**src/rtl/gpio_in_cond.sv**
```systemverilog
// rtl/gpio_in_cond.sv - GPIO input synchroniser, per-bit debounce, edge detect and sticky interrupt pending
module gpio_in_cond #(
  parameter int WIDTH       = 32,
  parameter int SYNC_STAGES = 2,
  parameter int DB_CNT_W    = 8
) (
  input  logic                clk_i,
  input  logic                rst_ni,
  input  logic [WIDTH-1:0]    pad_i,
  input  logic [WIDTH-1:0]    db_en_i,
  input  logic [DB_CNT_W-1:0] db_limit_i,
  input  logic [WIDTH-1:0]    irq_rise_i,
  input  logic [WIDTH-1:0]    irq_fall_i,
  input  logic [WIDTH-1:0]    irq_en_i,
  input  logic [WIDTH-1:0]    irq_clr_i,
  output logic [WIDTH-1:0]    in_o,
  output logic [WIDTH-1:0]    rise_o,
  output logic [WIDTH-1:0]    fall_o,
  output logic [WIDTH-1:0]    irq_pend_o,
  output logic                irq_o
);

  logic [SYNC_STAGES-1:0][WIDTH-1:0] sync_r;
  logic [WIDTH-1:0][DB_CNT_W-1:0]    cnt_q;
  logic [WIDTH-1:0]                  sync_q;
  logic [WIDTH-1:0]                  in_q;
  logic [WIDTH-1:0]                  in_d;
  logic [WIDTH-1:0]                  pend_q;
  logic [WIDTH-1:0]                  rise;
  logic [WIDTH-1:0]                  fall;

  // Stage 0 samples the asynchronous pads; only the last stage is consumed.
  always_ff @(posedge clk_i or negedge rst_ni) begin
    if (!rst_ni) begin
      sync_r <= '0;
    end else begin
      sync_r <= {sync_r[SYNC_STAGES-2:0], pad_i};
    end
  end

  assign sync_q = sync_r[SYNC_STAGES-1];

  // A new value is accepted after db_limit_i+1 consecutive mismatch cycles;
  // any match restarts the count, and the >= test keeps cnt from wrapping
  // when the limit is lowered mid-count.
  always_ff @(posedge clk_i or negedge rst_ni) begin
    if (!rst_ni) begin
      in_q  <= '0;
      cnt_q <= '0;
    end else begin
      for (int i = 0; i < WIDTH; i++) begin
        if (!db_en_i[i]) begin
          in_q[i]  <= sync_q[i];
          cnt_q[i] <= '0;
        end else if (sync_q[i] == in_q[i]) begin
          cnt_q[i] <= '0;
        end else if (cnt_q[i] >= db_limit_i) begin
          in_q[i]  <= sync_q[i];
          cnt_q[i] <= '0;
        end else begin
          cnt_q[i] <= cnt_q[i] + 1'b1;
        end
      end
    end
  end

  assign rise = in_q & ~in_d;
  assign fall = ~in_q & in_d;

  // Set terms are OR-ed after the clear so a new edge beats a simultaneous W1C.
  always_ff @(posedge clk_i or negedge rst_ni) begin
    if (!rst_ni) begin
      in_d   <= '0;
      pend_q <= '0;
    end else begin
      in_d   <= in_q;
      pend_q <= (pend_q & ~irq_clr_i) | (rise & irq_rise_i) | (fall & irq_fall_i);
    end
  end

  assign in_o       = in_q;
  assign rise_o     = rise;
  assign fall_o     = fall;
  assign irq_pend_o = pend_q;
  assign irq_o      = |(pend_q & irq_en_i);

endmodule

```
**config.mk**
```make
export PLATFORM = sky130hd
export DESIGN_NAME = gpio_in_cond
export DESIGN_NICKNAME = d
export VERILOG_FILES = /design/src/rtl/gpio_in_cond.sv
export SDC_FILE = /design/constraint.sdc
export NUM_CORES = 1
export LEC_CHECK = 0
export CORE_MARGIN = 2
export CORE_UTILIZATION = 25
export DETAILED_ROUTE_END_ITERATION = 12
export PLACE_DENSITY = 0.44
export SYNTH_ARGS = -nofsm -noshare
export SYNTH_HDL_FRONTEND = slang
export SYNTH_SLANG_ARGS = --single-unit
```
**constraint.sdc**
```tcl
create_clock -name clk_i -period 1.8 [get_ports clk_i]
set_clock_uncertainty 0.1 [all_clocks]
set_input_delay 0.27 -clock clk_i [delete_from_list [all_inputs] [get_ports clk_i]]
set_output_delay 0.27 -clock clk_i [all_outputs]
set_load 0.005 [all_outputs]
```
After elaboration in Yosys (flattened, before gate mapping)

Index checks and enable logic that the tools add are counted.

Register bits after elaboration: 416
Bits of input ports: 202
Output and inout bits: 129
Word-level logic and storage cells: 464

$add $sub $neg: 32
Order comparisons: 32
Equality and inequality tests: 96
Multiplexer cells: 192
Bitwise logic cells: 11
Reduce and logical (&&, ||, !) cells: 33

Operator list:

| kind                | count |
|---|---|
| $mux 8              | 96 |
| $add 8x1->8 const B | 32 |
| $ge 8x8->1          | 32 |
| $and 32x32->32      | 6 |
| $mux 1              | 96 |
| $not 32->32         | 3 |
| $ne 2x1->1 const B  | 32 |
| $ne 2x2->1 const B  | 32 |
| $or 32x32->32       | 2 |
| $reduce_and 2->1    | 32 |
| $eq 1x1->1          | 32 |
| $reduce_or 32->1    | 1 |

Logic depth before layout (Yosys ltp)

Depth after elaboration: 5
Gate-level depth with buffers: 6
Depth with buffers taken out: 6

Least setup slack after synthesis

OpenSTA, ideal clock, no wires.

Path type: input to register
From: input port db_limit_i[7]
To: register in_q[28] (netlist: in_o[28])
Arrival time: 2.248 ns
Required time: 1.572 ns
Path slack: -0.675 ns
Stages: 6
Buffers on the path: 0
Path through: inv_1 > ha_1 > and4_1 > a2111oi_4 > o31ai_1 > mux2_1

Cells in the longest elaborated chain, start to end: 3

RTL lines:

| what                              | RTL line | text |
|---|---|---|
| from (decl)                       | 11       | `input logic [DB_CNT_W-1:0] db_limit_i,` |
| $ge 8x8->1                        | 57       | `end else if (cnt_q[i] >= db_limit_i) begin` |
| $ne 2x1->1 (no source line)       | -        |  |
| $reduce_and 2->1 (no source line) | -        |  |
| to (signal, indexed assignment)   | 53       | `in_q[i] <= sync_q[i];` |
| to (signal, indexed assignment)   | 58       | `in_q[i] <= sync_q[i];` |
| to (decl)                         | 26       | `logic [WIDTH-1:0] in_q;` |

Every way passes these cells.
A chain may end at the register's enable or synchronous reset.

Final worst setup path

From: register pend_q[8] (netlist: irq_pend_o[8])
To: output port irq_o

Cells in the longest elaborated chain, start to end: 2

RTL lines:

| what                   | RTL line | text |
|---|---|---|
| from (decl)            | 28       | `logic [WIDTH-1:0] pend_q;` |
| from (signal assigned) | 77       | `pend_q <= (pend_q & ~irq_clr_i) \| (rise & irq_rise_i) \| (fall & irq_fall_i);` |
| $and 32x32->32         | 85       | `assign irq_o = \|(pend_q & irq_en_i);` |
| $reduce_or 32->1       | 85       |  |
| to (decl)              | 20       | `output logic irq_o` |

Every way passes these cells.

==> impl_summary.log <==
[metrics] data arrival time of the critical path: 2270 ps
[metrics] pins over their slew limit: 0
[metrics] result of the run: finished with violations
[metrics] core region area: 93000 um2
[metrics] floorplan die height: 310 um
[metrics] final routed wire length divided by cell count: 17.1 um
[metrics] yosys warns: 0
[metrics] summed area of non-filler cells in the final layout: 40400 um2
[metrics] length in cells of the worst reg-to-reg path: 7
[metrics] GRT Overall Usage: 0.159
[metrics] Final Critical Period: 2640 ps
[metrics] number of global-route vias before repair: 22065
[metrics] most frequent CP cell: buf_6
[metrics] number of buffer and inverter stages on the critical path: 3
[metrics] number of antenna violations at the first check in global routing: 3
[metrics] number of cells on the critical path: 6
[metrics] critical path's top delay family: simple AND/OR/NAND/NOR gates
[metrics] synthesis-to-layout area growth: 72.3%
[metrics] Root Buffer Master: clkbuf_16
[metrics] Remaining Overflow, GRT: 0
[metrics] part of the Yosys area used for sequential elements: 0.444
[metrics] clock transition at the register clock pins on the worst setup and hold paths after CTS: 60 ps
[metrics] synthesized cell area: 23400 um2
[metrics] total power per unit cell area: 685 nW/um2
[metrics] flip-flop and latch count after synthesis: 416
[metrics] cell row count: 112
[metrics] kind of capture point of the worst setup path: output port
[metrics] CP max FO: 2
[metrics] CP Cell Sequence: a22oi_2 > buf_4 > nand4_1 > buf_6 > or4_4 > buf_6
[metrics] Finish-stage setup viols: 101
[metrics] Bufs on Longest Clock Path: 3
[metrics] FILL cells: 8801
[metrics] fraction of final layout cells with drive strength greater than 1: 0.443
[metrics] vias per std cell: 4.54
[metrics] insertion delay to the later sink of the worst-skew pair: 600 ps
[metrics] Finished Layout Cells: 4589
[metrics] VDD IR max: 0.585 mV
[metrics] Cell variety after synth: 30
[metrics] total CTS buffers: 54
[metrics] critical-path cell with the highest stage delay: or4_4
[metrics] wire length reported by the detailed router: 78.6 mm
[metrics] Worst setup SP type: flop
[metrics] number of cells in the design after placement: 4239
[metrics] number of failing hold endpoints at the final stage: 0
[metrics] weighted congestion reported at the end of routability-driven placement: 0.803
[metrics] violated checks: negative setup slack
[metrics] max-capacitance violation count: 0
[metrics] HPWL Detailed: 52.3 mm
[metrics] Fmax: 379 MHz
[metrics] syn avg cell area: 11.0 um2
[metrics] global-route wire length before repair: 121 mm
[metrics] starting density of the core: 0.252
[metrics] register-to-register setup slack: -130 ps
[metrics] number of levels the H-tree was split into: 2
[metrics] Worst Setup EP: irq_o
[metrics] number of instances in the synthesized netlist: 2124
[metrics] CTS tree: yes
[metrics] horizontal die dimension: 310 um
[metrics] Vias: 20832
[metrics] Lkg Pwr: 0.0186 uW
[metrics] crit path from: irq_pend_o[8]
[metrics] destination of the worst register-to-register timing path: in_o[31]
[metrics] normalized max-slew margin: 0.667
[metrics] number of design rule violations left after detail routing: 0
[metrics] pin slew with the least headroom to its limit: 500 ps
[metrics] number of I/O port buffers: 330
[metrics] I/O pin count: 331
[metrics] startpoint-to-endpoint class of the critical path: reg -> out
[metrics] die outline area: 96200 um2
[metrics] startpoint of the most critical register-to-register path: cnt_q[248]
[metrics] Hold Path Class: in -> async
[metrics] largest net degree at the start of global routing: 92
[metrics] Critical Path Max Stage Delay: 550 ps
[metrics] worst path setup slack after routing: -836 ps
[metrics] remaining antenna violation count after routing: 0
[metrics] iteration-0 DRC count of the detailed router: 887
[metrics] required time of the critical path: 1430 ps
[metrics] sink count of the clock tree: 416
[metrics] Area after DPL: 32600 um2
[metrics] setup repair after global routing missed its margin: yes
[metrics] most frequent cells in the layout: 620 x buf_4, 394 x dfrtp_1, 199 x ha_1
[metrics] leading cell type in the layout, fill and taps excluded: buf_4
[metrics] Period Utilization, post-route: 1.46
[metrics] total iterations of the first detailed-routing run: 4
[metrics] post-synth net total: 2614
[metrics] number of nets at the end of the flow: 3781
-- report_power, final --
| group | total, uW | internal [uW] | leakage, uW | switching [uW] |
|---|---|---|---|---|
| combinational | 6220 | 3420 | 0.0122 | 2800 |
| sequential | 10200 | 9830 | 0.00543 | 382 |
| clock | 11200 | 6870 | 0.000918 | 4370 |
| total | 27700 | 20100 | 0.0186 | 7550 |
-- area by class of cell --
cell class	count	area, um2	area share
antenna	1	2.50	0.0000620
timing repair buffer	1111	9750	0.242
clock buffer	78	1600	0.0397
tap	1254	1570	0.0389
sequential	416	10400	0.259
inverter	115	453	0.0112
clock inverter	21	245	0.00607
multi-input combinational	1593	16300	0.404
-- what timing repair did --
action / in CTS / in global routing
hold buffers: 30 / 0
setup endpoints to repair: 417 / 350
hold endpoints to repair: 424 / 0
cloned: 7 / 1
gates resized for setup: 824 / 342
pin swaps: 168 / 224
buffers inserted: 148 / 80
-- cells in the mapped netlist (all sizes together) --
cell type / instances / share of area
o211ai: 40 / 0.013
a22oi: 48 / 0.015
nand4: 16 / 0.0043
mux2: 12 / 0.0058
xor2: 192 / 0.072
inv: 115 / 0.018
nand2: 60 / 0.0096
nor2: 108 / 0.017
a221oi: 20 / 0.013
and4: 12 / 0.0056
or4: 1 / 0.00032
o21a: 12 / 0.0038
a31oi: 20 / 0.011
o21ai: 52 / 0.011
nor3: 140 / 0.030
a2111oi: 24 / 0.022
nand3: 180 / 0.038
o311ai: 12 / 0.0083
o31ai: 12 / 0.0038
dfrtp: 416 / 0.44
and3: 104 / 0.028
nor2b: 84 / 0.022
ha: 288 / 0.15
nand2b: 52 / 0.014
a31o: 20 / 0.0075
xnor2: 32 / 0.012
a21o: 32 / 0.010
nor3b: 20 / 0.0064
-- routing by layer --
| layer | part of all wire | wire [um] | GRT usage |
|---|---|---|---|
| met1 | 0.44 | 34400 | 0.205 |
| met2 | 0.50 | 39600 | 0.281 |
| met3 | 0.037 | 2940 | 0.0238 |
| met4 | 0.021 | 1650 | 0.0338 |
| met5 | 0 | 0 | 0 |
-- flip-flops by register name, summed over array words and instances (netlist names) --
register and flops:
cnt_q 256, in_d 32, in_o 32, irq_pend_o 32, sync_q 32, sync_r 32
-- worst min path at each step --
stage / to / cells after the start / slack (ps)
2_1_floorplan: cnt_q[0] / 0 / -130
3_3_place_gp: in_d[31] / 1 / 60
3_5_place_dp: in_d[31] / 1 / 50
4_1_cts: in_d[31] / 2 / 3
5_1_grt: in_d[31] / 2 / 10
6_report: in_d[31] / 2 / 30
-- cell families after synthesis --
kind of cell | synth area share
multiplexers | 0.00577
XOR/XNOR | 0.0837
flip-flops | 0.444
buffers and inverters | 0.0184
AND/OR/NAND/NOR | 0.176
adder cells (fa/ha/maj) | 0.154
AO/OA/AOI/OAI | 0.118
-- worst register-to-register path: stages, from the launching register on --
cell and delay (ps):
dfrtp_1 360, inv_1 50, ha_1 260, nand2b_4 140
a2111oi_4 330, buf_4 190, o31ai_2 60, mux2_4 310
-- metrics by stage --
stage	setup TNS (ps)	hold slack, ps	total power (uW)	util	setup slack (ps)
3_5_place_dp	-302470	51.2	15000	0.351	-1190
5_1_grt	-16990	11.9	29100	0.434	-921
6_report	-5150	33.1	27700	0.434	-836
2_1_floorplan	-101880	-126	11900	-	-556
4_1_cts	-8060	2.83	27600	0.409	-878
3_3_place_gp	-296610	56.4	14900	0.351	-1180
Power figures use the tool's default switching activity.
